### src/rtl/ex_alu_if.sv
// Operand/result bundle between the DEC->EX register and the execute-stage ALU.
// master drives an operation in; slave (the ALU) returns result and branch outcome.
interface ex_alu_if;
  logic        in_valid;
  logic [4:0]  in_alu_ctl;
  logic [31:0] in_op1;
  logic [31:0] in_op2;
  logic        out_valid;
  logic [31:0] out_result;
  logic        out_branch_outcome;

  modport master (
    output in_valid, in_alu_ctl, in_op1, in_op2,
    input  out_valid, out_result, out_branch_outcome
  );

  modport slave (
    input  in_valid, in_alu_ctl, in_op1, in_op2,
    output out_valid, out_result, out_branch_outcome
  );
endinterface

### src/rtl/ex_alu.sv
// MIPS32 execute-stage ALU: result/branch outcome are combinational (0 cycles), no backpressure.
// done/pass test-status flags are registered, set one edge after a valid MTC0 op.
module ex_alu (
  input  logic    clk,
  input  logic    rst_n,
  ex_alu_if.slave alu,
  output logic    done,
  output logic    pass
);

  typedef enum logic [4:0] {
    OP_NOP       = 5'd0,
    OP_ADD       = 5'd1,
    OP_ADDU      = 5'd2,
    OP_SUB       = 5'd3,
    OP_SUBU      = 5'd4,
    OP_AND       = 5'd5,
    OP_OR        = 5'd6,
    OP_XOR       = 5'd7,
    OP_NOR       = 5'd8,
    OP_SLT       = 5'd9,
    OP_SLTU      = 5'd10,
    OP_SLL       = 5'd11,
    OP_SRL       = 5'd12,
    OP_SRA       = 5'd13,
    OP_BA        = 5'd14,
    OP_BEQ       = 5'd15,
    OP_BNE       = 5'd16,
    OP_BLEZ      = 5'd17,
    OP_BGTZ      = 5'd18,
    OP_BGEZ      = 5'd19,
    OP_BLTZ      = 5'd20,
    OP_MTC0_PASS = 5'd21,
    OP_MTC0_FAIL = 5'd22,
    OP_MTC0_DONE = 5'd23
  } alu_ctl_e;

  logic [31:0] op1;
  logic [31:0] op2;
  logic [4:0]  shamt;
  logic        op1_neg;
  logic        op1_zero;
  logic [31:0] result;
  logic        taken;

  assign op1      = alu.in_op1;
  assign op2      = alu.in_op2;
  assign shamt    = op2[4:0];
  assign op1_neg  = op1[31];
  assign op1_zero = (op1 == 32'd0);

  always_comb begin
    result = 32'd0;
    taken  = 1'b0;
    case (alu_ctl_e'(alu.in_alu_ctl))
      OP_ADD, OP_ADDU: result = op1 + op2;
      OP_SUB, OP_SUBU: result = op1 - op2;
      OP_AND:          result = op1 & op2;
      OP_OR:           result = op1 | op2;
      OP_XOR:          result = op1 ^ op2;
      OP_NOR:          result = ~(op1 | op2);
      OP_SLT:          result = {31'd0, $signed(op1) < $signed(op2)};
      OP_SLTU:         result = {31'd0, op1 < op2};
      OP_SLL:          result = op1 << shamt;
      OP_SRL:          result = op1 >> shamt;
      OP_SRA:          result = $unsigned($signed(op1) >>> shamt);
      OP_BA:           taken  = 1'b1;
      OP_BEQ:          taken  = (op1 == op2);
      OP_BNE:          taken  = (op1 != op2);
      OP_BLEZ:         taken  = op1_neg | op1_zero;
      OP_BGTZ:         taken  = ~op1_neg & ~op1_zero;
      OP_BGEZ:         taken  = ~op1_neg;
      OP_BLTZ:         taken  = op1_neg;
      default:         ;
    endcase
    if (!alu.in_valid) begin
      result = 32'd0;
      taken  = 1'b0;
    end
  end

  assign alu.out_valid          = alu.in_valid;
  assign alu.out_result         = result;
  assign alu.out_branch_outcome = taken;

  // done is sticky so a stalled, repeated MTC0 cannot rewrite pass.
  always_ff @(posedge clk or negedge rst_n) begin
    if (!rst_n) begin
      done <= 1'b0;
      pass <= 1'b0;
    end else if (alu.in_valid && !done) begin
      case (alu_ctl_e'(alu.in_alu_ctl))
        OP_MTC0_PASS: begin
          done <= 1'b1;
          pass <= 1'b1;
        end
        OP_MTC0_FAIL: begin
          done <= 1'b1;
          pass <= 1'b0;
        end
        OP_MTC0_DONE: done <= 1'b1;
        default:      ;
      endcase
    end
  end

endmodule

### src/flat_wrapper.sv
// flat-port wrapper written by rule: the top's interface ports become plain ports
module ex_alu_flat 
  (clk, rst_n, done, pass, alu_in_valid, alu_in_alu_ctl, alu_in_op1, alu_in_op2, alu_out_valid, alu_out_result, alu_out_branch_outcome);
  ex_alu_if alu_i ();
  input  logic clk;
  input  logic rst_n;
  output logic done;
  output logic pass;
  input wire logic [$bits(alu_i.in_valid)-1:0] alu_in_valid;
  input wire logic [$bits(alu_i.in_alu_ctl)-1:0] alu_in_alu_ctl;
  input wire logic [$bits(alu_i.in_op1)-1:0] alu_in_op1;
  input wire logic [$bits(alu_i.in_op2)-1:0] alu_in_op2;
  output wire logic [$bits(alu_i.out_valid)-1:0] alu_out_valid;
  output wire logic [$bits(alu_i.out_result)-1:0] alu_out_result;
  output wire logic [$bits(alu_i.out_branch_outcome)-1:0] alu_out_branch_outcome;
  assign alu_i.in_valid = alu_in_valid;
  assign alu_i.in_alu_ctl = alu_in_alu_ctl;
  assign alu_i.in_op1 = alu_in_op1;
  assign alu_i.in_op2 = alu_in_op2;
  assign alu_out_valid = alu_i.out_valid;
  assign alu_out_result = alu_i.out_result;
  assign alu_out_branch_outcome = alu_i.out_branch_outcome;
  ex_alu u_core (.clk(clk), .rst_n(rst_n), .alu(alu_i), .done(done), .pass(pass));
endmodule
### config.mk
export PLATFORM = sky130hd
export DESIGN_NAME = ex_alu_flat
export DESIGN_NICKNAME = d
export VERILOG_FILES = /design/src/rtl/ex_alu_if.sv /design/src/rtl/ex_alu.sv /design/src/flat_wrapper.sv
export SDC_FILE = /design/constraint.sdc
export NUM_CORES = 1
export LEC_CHECK = 0
export ABC_AREA = 1
export CORE_ASPECT_RATIO = 0.7
export CORE_UTILIZATION = 30
export CTS_CLUSTER_SIZE = 14
export DETAILED_ROUTE_END_ITERATION = 8
export GPL_ROUTABILITY_DRIVEN = 0
export PLACE_DENSITY = 0.47
export SKIP_LAST_GASP = 1
export SLEW_MARGIN = 40
export SYNTH_ARGS = -nofsm -noshare
export SYNTH_HDL_FRONTEND = slang
export SYNTH_SLANG_ARGS = --single-unit
### constraint.sdc
create_clock -name clk -period 6.72 [get_ports clk]
set_input_delay 0.672 -clock clk [delete_from_list [all_inputs] [get_ports clk]]
set_output_delay 0.672 -clock clk [all_outputs]
set_load 0.02 [all_outputs]
## Word-level counts from Yosys, hierarchy flattened

Index checks and enable logic that the tools add are counted.

| operators by class | value |
|---|---|
| $add $sub $neg | 2 |
| multiplexer cells | 5 |
| equality and inequality tests | 25 |
| divide/modulo/power cells | 0 |
| shift operators | 3 |
| reduce and logical (&&, ||, !) cells | 9 |
| order comparisons | 2 |
| multipliers | 0 |
| bitwise gates (word level) | 8 |

Operators with widths:

| kind | count |
|---|---|
| 32-bit case mux with 11 select lines | 1 |
| 32-bit less-than comparator | 2 |
| 5-bit by 4-bit == test with 1-bit output, second input constant | 8 |
| 5-bit == test, second input constant | 8 |
| 32-bit adder | 1 |
| 32-bit AND | 1 |
| 32-bit == test | 1 |
| 32-bit zero test | 1 |
| 32-bit two-way mux | 1 |
| 32-bit != test | 1 |
| 32-bit inverter | 1 |
| 32-bit bitwise OR | 1 |
| 32-bit by 5-bit left shift with 32-bit output | 1 |
| 32-bit by 5-bit right shift with 32-bit output | 1 |
| 32-bit by 5-bit >>> shifter with 32-bit output | 1 |
| 32-bit subtractor | 1 |
| 32-bit XOR | 1 |
| 5-bit by 3-bit == test with 1-bit output, second input constant | 4 |
| 5-bit by 2-bit == test with 1-bit output, second input constant | 2 |
| 1-bit case mux with 7 select lines | 1 |
| 5-bit by 1-bit == test with 1-bit output, second input constant | 1 |
| 2-bit AND reduction | 2 |
| 2-bit OR reduction | 2 |
| 3-bit OR reduction | 1 |
| other kinds (8) | 9 |

| word-level totals | value |
|---|---|
| ROM bits | 0 |
| memories | 0 |
| flip-flop bits (word level) | 2 |
| RAM bits | 0 |
| word-level logic and storage cells | 56 |
| latch bits | 0 |

## Logic depth before layout (Yosys ltp)

Gate-level depths: netlist (run 1).

| depth | value |
|---|---|
| word-level depth | 5 |
| depth in mapped cells | 20 |
| gate-level depth less buffers | 18 |

## Least setup slack after synthesis (run 1)

OpenSTA, ideal clock, no wires.

| path | value |
|---|---|
| kind | in2out |
| start | input alu_in_op2[4] |
| end | output alu_out_result[9] |
| stages on the path | 17 |
| path buffers | 4 |
| setup slack | 2.948 ns |
| arrival | 3.100 ns |
| required time | 6.048 ns |
| cells stage by stage | buf_2 inv_1 clkbuf_1 buf_1 ha_1 clkbuf_2 nor2_1 nand3_1 nand3_1 nand2_1 nand2_1 inv_1 o21ai_1 nand2_1 nand2_1 nor2_1 a21oi_1 |

| between the ends | value |
|---|---|
| longest elaborated chain between the ends | 3 |
| elaborated cells on any way between the ends | 7 |
| classes of those cells | add/sub (2); shift (3); mux (2) |

Ends and longest elaborated chain:

| element | RTL line | RTL |
|---|---|---|
| start: declaration | flat_wrapper.sv:12 | `input wire logic [$bits(alu_i.in_op2)-1:0] alu_in_op2;` |
| 32-bit subtractor (tied with other cells) | ex_alu.sv:57 | `OP_SUB, OP_SUBU: result = op1 - op2;` |
| 32-bit case mux with 11 select lines (*) | ex_alu.sv:55 | `case (alu_ctl_e'(alu.in_alu_ctl))` |
| 32-bit two-way mux (*) | ex_alu.sv:76 | `if (!alu.in_valid) begin` |
| end: declaration | flat_wrapper.sv:14 | `output wire logic [$bits(alu_i.out_result)-1:0] alu_out_result;` |

Every way passes the cells marked *; elsewhere a longest branch is shown, timed or not.

## Worst setup path after layout (run 1)

| path | value |
|---|---|
| start | input alu_in_alu_ctl[0] |
| end | output alu_out_result[6] |

| between the ends | value |
|---|---|
| longest elaborated chain between the ends | 4 |
| elaborated cells on any way between the ends | 17 |
| classes of those cells | eq/ne (13); mux (2); reduce/logical (2) |

Ends and longest elaborated chain:

| element | RTL line | RTL |
|---|---|---|
| start: declaration | flat_wrapper.sv:10 | `input wire logic [$bits(alu_i.in_alu_ctl)-1:0] alu_in_alu_ctl;` |
| 5-bit by 2-bit == test with 1-bit output (tied with other cells) | ex_alu.sv:55 |  |
| 2-bit OR reduction | ex_alu.sv:55 |  |
| 32-bit case mux with 11 select lines (*) | ex_alu.sv:55 |  |
| 32-bit two-way mux (*) | ex_alu.sv:76 |  |

Marks and branches as above.

==> run summary, run 1 <==
RUN STATUS
--------------------------------------------------------------------------------------
Outcome                                                                   finished, final reports clean

LOGIC SYNTHESIS
--------------------------------------------------------------------------------------
Cell count after synthesis                                                        2236
Number of flops mapped to enable cells by yosys                                      0
Mean instance size in the synthesized netlist                                 4.87 µm²
Post-synth cell types                                                               47
Number of warning messages in the yosys log                                          0
Total nets after synthesis                                                        2414
Share of synthesized flip-flops with an asynchronous set or reset                 1.00
Most used flip-flop cell after synthesis                                  sky130_fd_sc_hd__dfrtp_1
Register bit total from synthesis                                                    2
Cell area after technology mapping                                          0.0109 mm²
Seq/Total Area, Yosys                                                          0.00459

ROUTE
--------------------------------------------------------------------------------------
Per-cell routed wire length                                                    21.3 µm
Total wirelength of the detailed-routed design                                 58.2 mm
Via density per instance                                                          5.64
Violation count after the first detailed-route iteration                          2258
# DRC                                                                                0
Count of TritonRoute iterations in the first routing pass                            7
Number of antenna-violating nets in the routed design                                0
Routed vias                                                                      15400

CLOCK TREE
--------------------------------------------------------------------------------------
Resized Gates After CTS                                                              0
Clock tree from TritonCTS                                                         done
H-tree depth                                                                         1
CTS Buffer Depth                                                                     2
Clock transition at the registers of the reported paths                        0.03 ns
Inserted Clock Buffers                                                               3
CTS hold repair buffers                                                              0
Number of buffers inserted by post-CTS setup repair                                  0
Worst-skew pair later-pin latency                                              0.22 ns
CTS sink cnt                                                                         2
Root Buffer Master                                                        sky130_fd_sc_hd__clkbuf_16

GRT
--------------------------------------------------------------------------------------
Number of global-route vias before repair                                        13400
Initial antenna violation count                                                      0
Pin count of the biggest net entering global routing                                56
Remaining global-route overflow                                                      0
Total track usage                                                                0.302
Global-route wire length before repair                                         85.4 mm

TIMING
--------------------------------------------------------------------------------------
Min Tclk post-route                                                            5.19 ns
Unrepaired setup endpoints after global routing                                  false
Worst-case clock skew                                                      0.000347 ns
Sum of negative setup slack                                                       0 ns
Normalized max-slew margin                                                       0.421
Final hold violations                                                                0
Slew at the pin closest to its max-slew limit                                 0.868 ns
Maximum clock frequency                                                      0.193 GHz
Final setup violation count                                                          0
Ratio of final minimum period to clock period                                    0.772
Final Slew Violations                                                                0

LAYOUT
--------------------------------------------------------------------------------------
Multi-input combinational cell area                                        0.00913 mm²
Fillcell total                                                                    4167
Ratio of cells with drive above 1 in the final layout                           0.0248
Nets@finish                                                                       2441
Storage element area                                                          50.0 µm²
Highest-count cells in the layout ignoring fill and taps                  sky130_fd_sc_hd__nand2_1 (756), sky130_fd_sc_hd__nand3_1 (410), sky130_fd_sc_hd__inv_1 (300), sky130_fd_sc_hd__nor2_1 (199)
Leading cell type in the layout, fill and taps excluded                   sky130_fd_sc_hd__nand2_1
Area growth from synthesis to final layout                                       12.0%

RUN
--------------------------------------------------------------------------------------
Number of max-cap violations                                                         0

POWER AND IR DROP
--------------------------------------------------------------------------------------
Leakage dissipation                                                            6.66 nW
Power per unit of standard cell area                                       85.7 mW/mm²
Final Total Pwr                                                                1.05 mW
Maximum vdd drop                                                               49.2 µV
Part of the total power dissipated in combinational logic                        0.897
Clock share of power                                                             0.085
Fraction of power spent switching nets                                           0.646
Internal power of the cells                                                   0.370 mW
Switching power                                                               0.676 mW
Share of total power in sequential cells                                         0.018

DIE
--------------------------------------------------------------------------------------
I/O pin count                                                                      108
Horiz. Die Dim                                                                  230 µm
DIE HEIGHT                                                                      161 µm
Effective utilization at floorplan                                               0.309
Area of the die                                                             0.0371 mm²
Floorplan row count                                                                 57
Floorplan Core Area                                                         0.0352 mm²

WORST SETUP PATH
--------------------------------------------------------------------------------------
Depth of the worst register-to-register path                                         3
Highest net fanout along the worst path                                             26
Library cell contributing the largest single delay on the critical path   sky130_fd_sc_hd__clkdlybuf4s50_1
Worst reg2reg endpoint                                                    u_core.pass$_DFFE_PN0P_
Worst Setup End Kind                                                        output pin
Startpoint type of the worst setup path                                     input port
Register-to-register setup slack                                               5.64 ns
Reg-to-reg critical path startpoint                                       u_core.done$_DFFE_PN0P_
Most frequent cell on the critical path                                   sky130_fd_sc_hd__nand2_1
Path type of the worst setup path                                         input port to output pin
Worst EP arrival                                                               4.52 ns
Crit-path cells                                                           clkdlybuf4s50_1 > nand2_1 > inv_2 > nand2_1 > nand2_1 > nand2_1 > inv_2 > nand3_1 > nand3_1 > nor2_1 > nand2_1 > o21ai_0 > inv_1 > clkdlybuf4s50_1
Delay of the slowest cell on the worst path                                    0.60 ns
Crit path required time                                                        6.05 ns

PLACE
--------------------------------------------------------------------------------------
Number of buffers inserted by port buffering                                       107
HPWL Detailed                                                                  47.9 mm

HOLD PATH
--------------------------------------------------------------------------------------
Hold path cells                                                                      1
Worst Min Path Start                                                      u_core.done$_DFFE_PN0P_
HP Class                                                                  flop to flop
WHS Endpoint                                                              u_core.done$_DFFE_PN0P_

==> sequential cells by signal, indices dropped and copies added, names as in the netlist <==
name / flops
u_core.done: 1
u_core.pass: 1
==> Yosys cell counts (2+ instances only) <==
cell,number,area share
sky130_fd_sc_hd__a221oi_1,2,0.0016
sky130_fd_sc_hd__o221ai_1,5,0.0040
sky130_fd_sc_hd__buf_2,55,0.025
sky130_fd_sc_hd__inv_2,10,0.0034
sky130_fd_sc_hd__fa_1,2,0.0037
sky130_fd_sc_hd__nor2_2,4,0.0023
sky130_fd_sc_hd__nor2_8,2,0.0037
sky130_fd_sc_hd__buf_6,7,0.0072
sky130_fd_sc_hd__buf_4,12,0.0083
sky130_fd_sc_hd__clkbuf_1,18,0.0062
sky130_fd_sc_hd__a21oi_1,81,0.037
sky130_fd_sc_hd__nor4_1,5,0.0029
sky130_fd_sc_hd__o21ai_0,73,0.034
sky130_fd_sc_hd__inv_1,301,0.10
sky130_fd_sc_hd__nand4_1,29,0.017
sky130_fd_sc_hd__nand3_1,410,0.19
sky130_fd_sc_hd__nand3b_1,6,0.0041
sky130_fd_sc_hd__ha_1,104,0.12
sky130_fd_sc_hd__o21ai_1,9,0.0041
sky130_fd_sc_hd__nand2_4,2,0.0021
sky130_fd_sc_hd__nor3_1,32,0.015
sky130_fd_sc_hd__nor2_1,199,0.069
sky130_fd_sc_hd__xor2_1,5,0.0040
sky130_fd_sc_hd__and2_1,16,0.0092
sky130_fd_sc_hd__buf_1,6,0.0021
sky130_fd_sc_hd__o211ai_1,35,0.024
sky130_fd_sc_hd__clkbuf_2,4,0.0018
sky130_fd_sc_hd__a31oi_1,3,0.0017
sky130_fd_sc_hd__o22ai_1,10,0.0057
sky130_fd_sc_hd__nand2_1,757,0.26
sky130_fd_sc_hd__nor2_4,6,0.0062
sky130_fd_sc_hd__o21bai_1,8,0.0055
sky130_fd_sc_hd__dfrtp_1,2,0.0046
sky130_fd_sc_hd__nand2_2,2,0.0011
sky130_fd_sc_hd__nand3_4,2,0.0032
==> how the worst max path moves through the flow <==
stage	from	endpoint	slack, ns	cells past startpoint
floorplan	alu_in_op2[4]	alu_out_result[9]	2.95	17
global placement	alu_in_op2[1]	alu_out_result[11]	1.63	13
detailed placement	alu_in_op2[1]	alu_out_result[11]	1.64	13
CTS	alu_in_op2[1]	alu_out_result[11]	1.62	13
global route	alu_in_op1[4]	alu_out_result[29]	1.45	16
finish	alu_in_alu_ctl[0]	alu_out_result[6]	1.53	14
==> layout make-up <==
cell class | count | share of cell area
diodes | 1 | 0.000205
clock buffers | 3 | 0.00615
inverters | 311 | 0.0957
multi-input cells | 1821 | 0.748
flip-flops and latches | 2 | 0.00410
well taps | 472 | 0.0484
repair buffers | 124 | 0.0970
==> critical path: cells and delay by family <==
family,cells,cell delay (ns)
AOI/OAI and AO/OA,1,0.30
buffers and inverters,5,1.81
and+or+nand+nor,8,1.68
==> routing by layer <==
metal,part of all wire,GRT usage,vias up
met2,0.38,0.409,1019
met5,0,0,-
met4,0.025,0.0686,0
met3,0.14,0.0773,67
met1,0.45,0.462,7059
li1,-,-,7269
==> stage by stage <==
step	cell area (µm²)	utilization	setup WS [ns]	instances	hold slack (ns)
2_1_floorplan	10900	-	2.95	2236	0.376
3_3_place_gp	12100	0.344	1.63	2730	0.503
3_5_place_dp	12100	0.344	1.64	2730	0.507
4_1_cts	12200	0.346	1.62	2733	0.514
5_1_grt	12200	0.346	1.45	2733	0.537
6_report	12200	0.346	1.53	2734	0.501
==> cells by family (layout without fill, tap and decap cells) <==
logic type | Yosys count | count (layout) | synth area share
AND/OR/NAND/NOR | 1477 | 1477 | 0.587
adder cells (fa/ha/maj) | 106 | 106 | 0.123
other | 0 | 1 | 0
flip-flops | 2 | 2 | 0.00459
AO/OA/AOI/OAI | 233 | 233 | 0.123
XOR/XNOR | 5 | 5 | 0.00402
buffers and inverters | 413 | 438 | 0.158
==> power groups by stage <==
| stage | Sequential [mW] | Clock [mW] | Combinational (mW) |
|---|---|---|---|
| 6_report | 0.0186 | 0.0893 | 0.938 |
| 5_1_grt | 0.0192 | 0.0930 | 1.01 |
| 4_1_cts | 0.0190 | 0.0911 | 0.902 |
| 3_5_place_dp | 0.0190 | 0 | 0.897 |
| 3_3_place_gp | 0.0186 | 0 | 0.899 |
| 2_1_floorplan | 0.0229 | 0 | 0.568 |
No activity file was read; power rests on OpenSTA's default activity.
==> inputs of run 2 (changes only) <==
--- a/config.mk
+++ b/config.mk
@@ -11,7 +11,7 @@
 export CTS_CLUSTER_SIZE = 14
 export DETAILED_ROUTE_END_ITERATION = 8
 export GPL_ROUTABILITY_DRIVEN = 0
-export PLACE_DENSITY = 0.47
+export PLACE_DENSITY = 0.49
 export SKIP_LAST_GASP = 1
 export SLEW_MARGIN = 40
 export SYNTH_ARGS = -nofsm -noshare
==> constraint.sdc (replaced) <==
create_clock -name clk -period 4.2 [get_ports clk]
set_input_delay 0.42 -clock clk [delete_from_list [all_inputs] [get_ports clk]]
set_output_delay 0.42 -clock clk [all_outputs]
set_load 0.02 [all_outputs]
==> run 2 against run 1 <==
The run now ends with setup timing left. Cell count increased by 3.4%. Clock power increased by 58%. Die area unchanged. Setup slack got worse by 1.5 ns. Worst hold slack got worse by 0.13 ns.
==> run summary, run 2 (same netlist as run 1, synthesis figures left out) <==
TIMING
--------------------------------------------------------------------------------------
Final hold violations                                                                0
Ratio of final minimum period to clock period                                     1.00
Slew at the pin closest to its max-slew limit                                 0.821 ns
Maximum clock frequency                                                      0.237 GHz
Unrepaired setup endpoints after global routing                                   true
Worst-case clock skew                                                       0.00111 ns
Sum of negative setup slack                                                 -0.0157 ns
Post-route worst setup slack                                                -0.0157 ns
Hold WS                                                                       0.366 ns
Min Tclk post-route                                                            4.22 ns
Final Slew Violations                                                                0
Normalized max-slew margin                                                       0.449
Final setup violation count                                                          1

WORST SETUP PATH
--------------------------------------------------------------------------------------
Worst EP arrival                                                               3.80 ns
Startpoint type of the worst setup path                                     input port
Library cell contributing the largest single delay on the critical path   sky130_fd_sc_hd__clkdlybuf4s50_1
Highest net fanout along the worst path                                              6
Worst reg2reg endpoint                                                    u_core.pass$_DFFE_PN0P_
Worst Setup End Kind                                                        output pin
Top cell family by delay on the critical path                             buffers and inverters
Depth of the worst register-to-register path                                         3
Crit-path cells                                                           clkdlybuf4s50_1 > inv_1 > ha_1 > buf_4 > nor2_1 > nand2_1 > nor2_4 > buf_12 > buf_4 > and2_1 > nand2_1 > nand3_1 > nand3_1 > nand3_1 > nand2_1 > inv_1 > clkdlybuf4s50_1
Register-to-register setup slack                                               3.14 ns
Number of buffers and inverters on the critical path                                 7
Crit path required time                                                        3.78 ns
Beginning of the critical path                                            alu_in_op2[20]
Delay of the slowest cell on the worst path                                    0.59 ns
Path type of the worst setup path                                         input port to output pin
Reg-to-reg critical path startpoint                                       u_core.done$_DFFE_PN0P_

GRT
--------------------------------------------------------------------------------------
Global-route wire length before repair                                         84.3 mm
Initial antenna violation count                                                      2
Total track usage                                                                0.298
Remaining global-route overflow                                                      0
Pin count of the biggest net entering global routing                                71
Number of global-route vias before repair                                        13700

ROUTE
--------------------------------------------------------------------------------------
Number of antenna-violating nets in the routed design                                0
Count of TritonRoute iterations in the first routing pass                            6
Violation count after the first detailed-route iteration                          2663
Per-cell routed wire length                                                    20.5 µm
Routed vias                                                                      15800
Via density per instance                                                          5.60
# DRC                                                                                0
Total wirelength of the detailed-routed design                                 58.0 mm

HOLD PATH
--------------------------------------------------------------------------------------
HP Class                                                                  input port to asynchronous set/reset pin

DIE
--------------------------------------------------------------------------------------
Effective utilization at floorplan                                               0.309
Area of the die                                                             0.0371 mm²
Horiz. Die Dim                                                                  230 µm
I/O pin count                                                                      108
Floorplan row count                                                                 57
DIE HEIGHT                                                                      161 µm
Floorplan Core Area                                                         0.0352 mm²

CLOCK TREE
--------------------------------------------------------------------------------------
Clock tree from TritonCTS                                                         done
Worst-skew pair later-pin latency                                              0.22 ns
Inserted Clock Buffers                                                               3
Root Buffer Master                                                        sky130_fd_sc_hd__clkbuf_16
CTS Buffer Depth                                                                     2
CTS sink cnt                                                                         2
H-tree depth                                                                         1
CTS hold repair buffers                                                              0
Clock transition at the registers of the reported paths                        0.03 ns

LAYOUT
--------------------------------------------------------------------------------------
Area growth from synthesis to final layout                                       20.1%
Nets@finish                                                                       2534
Count of non-filler cells in the finished layout                                  2827
Biggest registers after layout                                            u_core.done (1), u_core.pass (1)
Leading cell type in the layout, fill and taps excluded                   sky130_fd_sc_hd__nand2_1
Highest-count cells in the layout ignoring fill and taps                  sky130_fd_sc_hd__nand2_1 (756), sky130_fd_sc_hd__nand3_1 (409), sky130_fd_sc_hd__inv_1 (299), sky130_fd_sc_hd__nor2_1 (197)
Ratio of cells with drive above 1 in the final layout                           0.0675
Fillcell total                                                                    4125
Final core utilization                                                           0.371

PLACE
--------------------------------------------------------------------------------------
Post-Place Cells                                                                  2822
HPWL Detailed                                                                  48.0 mm
Number of buffers inserted by port buffering                                       107

POWER AND IR DROP
--------------------------------------------------------------------------------------
Leakage dissipation                                                            7.27 nW
Power per unit of standard cell area                                        135 mW/mm²
Final Total Pwr                                                                1.76 mW
Maximum vdd drop                                                               66.3 µV

RUN STATUS
--------------------------------------------------------------------------------------
Failing checks                                                            setup timing
Outcome                                                                   finished, violations left

RUN
--------------------------------------------------------------------------------------
Number of max-cap violations                                                         0

## run 2: metrics by stage
stage / setup slack [ns] / cell area [µm²]
after floorplan: 0.932 / 10900
after global placement: -0.378 / 12900
after detailed placement: -0.307 / 12900
after CTS: 0.00335 / 13000
after global routing: -0.107 / 13100
final: -0.0157 / 13100
## run 2: report_power, final
part | switching [mW] | total (mW) | leakage (nW) | internal (mW)
clock network | 0.0199 | 0.141 | 0.0370 | 0.121
logic | 1.07 | 1.59 | 7.21 | 0.525
registers | 0.00446 | 0.0299 | 0.0237 | 0.0254
## run 2: layer usage
layer  up-vias  part of all wire  global-route usage
li1       7448                 -                   -
met1      7187              0.45               0.441
met2      1108              0.38               0.410
met3       100              0.14              0.0796
met4         2             0.037              0.0933
met5         -           0.00022                   0
## run 2: area by class of cell
| cell class | instances | area (µm²) | share of cell area |
|---|---|---|---|
| Antenna cell | 1 | 2.50 | 0.000191 |
| Clock buffer | 3 | 75.1 | 0.00574 |
| Timing Repair Buffer | 217 | 2020 | 0.155 |
| Inverter | 311 | 1170 | 0.0893 |
| Multi-Input combinational cell | 1821 | 9170 | 0.701 |
| Tap cell | 472 | 591 | 0.0452 |
| Sequential cell | 2 | 50.0 | 0.00383 |
## run 2: timing repair
action,in CTS,in global routing
pin swaps,0,1
buffers inserted,0,1
resized for setup,4,19
setup endpoints to repair,4,16
## run 2: how the worst max path moves through the flow
stage,to,slack [ns],depth (start not counted)
after floorplan,alu_out_result[9],0.93,17
after global placement,alu_out_result[21],-0.38,14
after detailed placement,alu_out_result[21],-0.31,14
after CTS,alu_out_result[21],0.003,14
final,alu_out_result[29],-0.02,17
after global routing,alu_out_result[29],-0.11,17
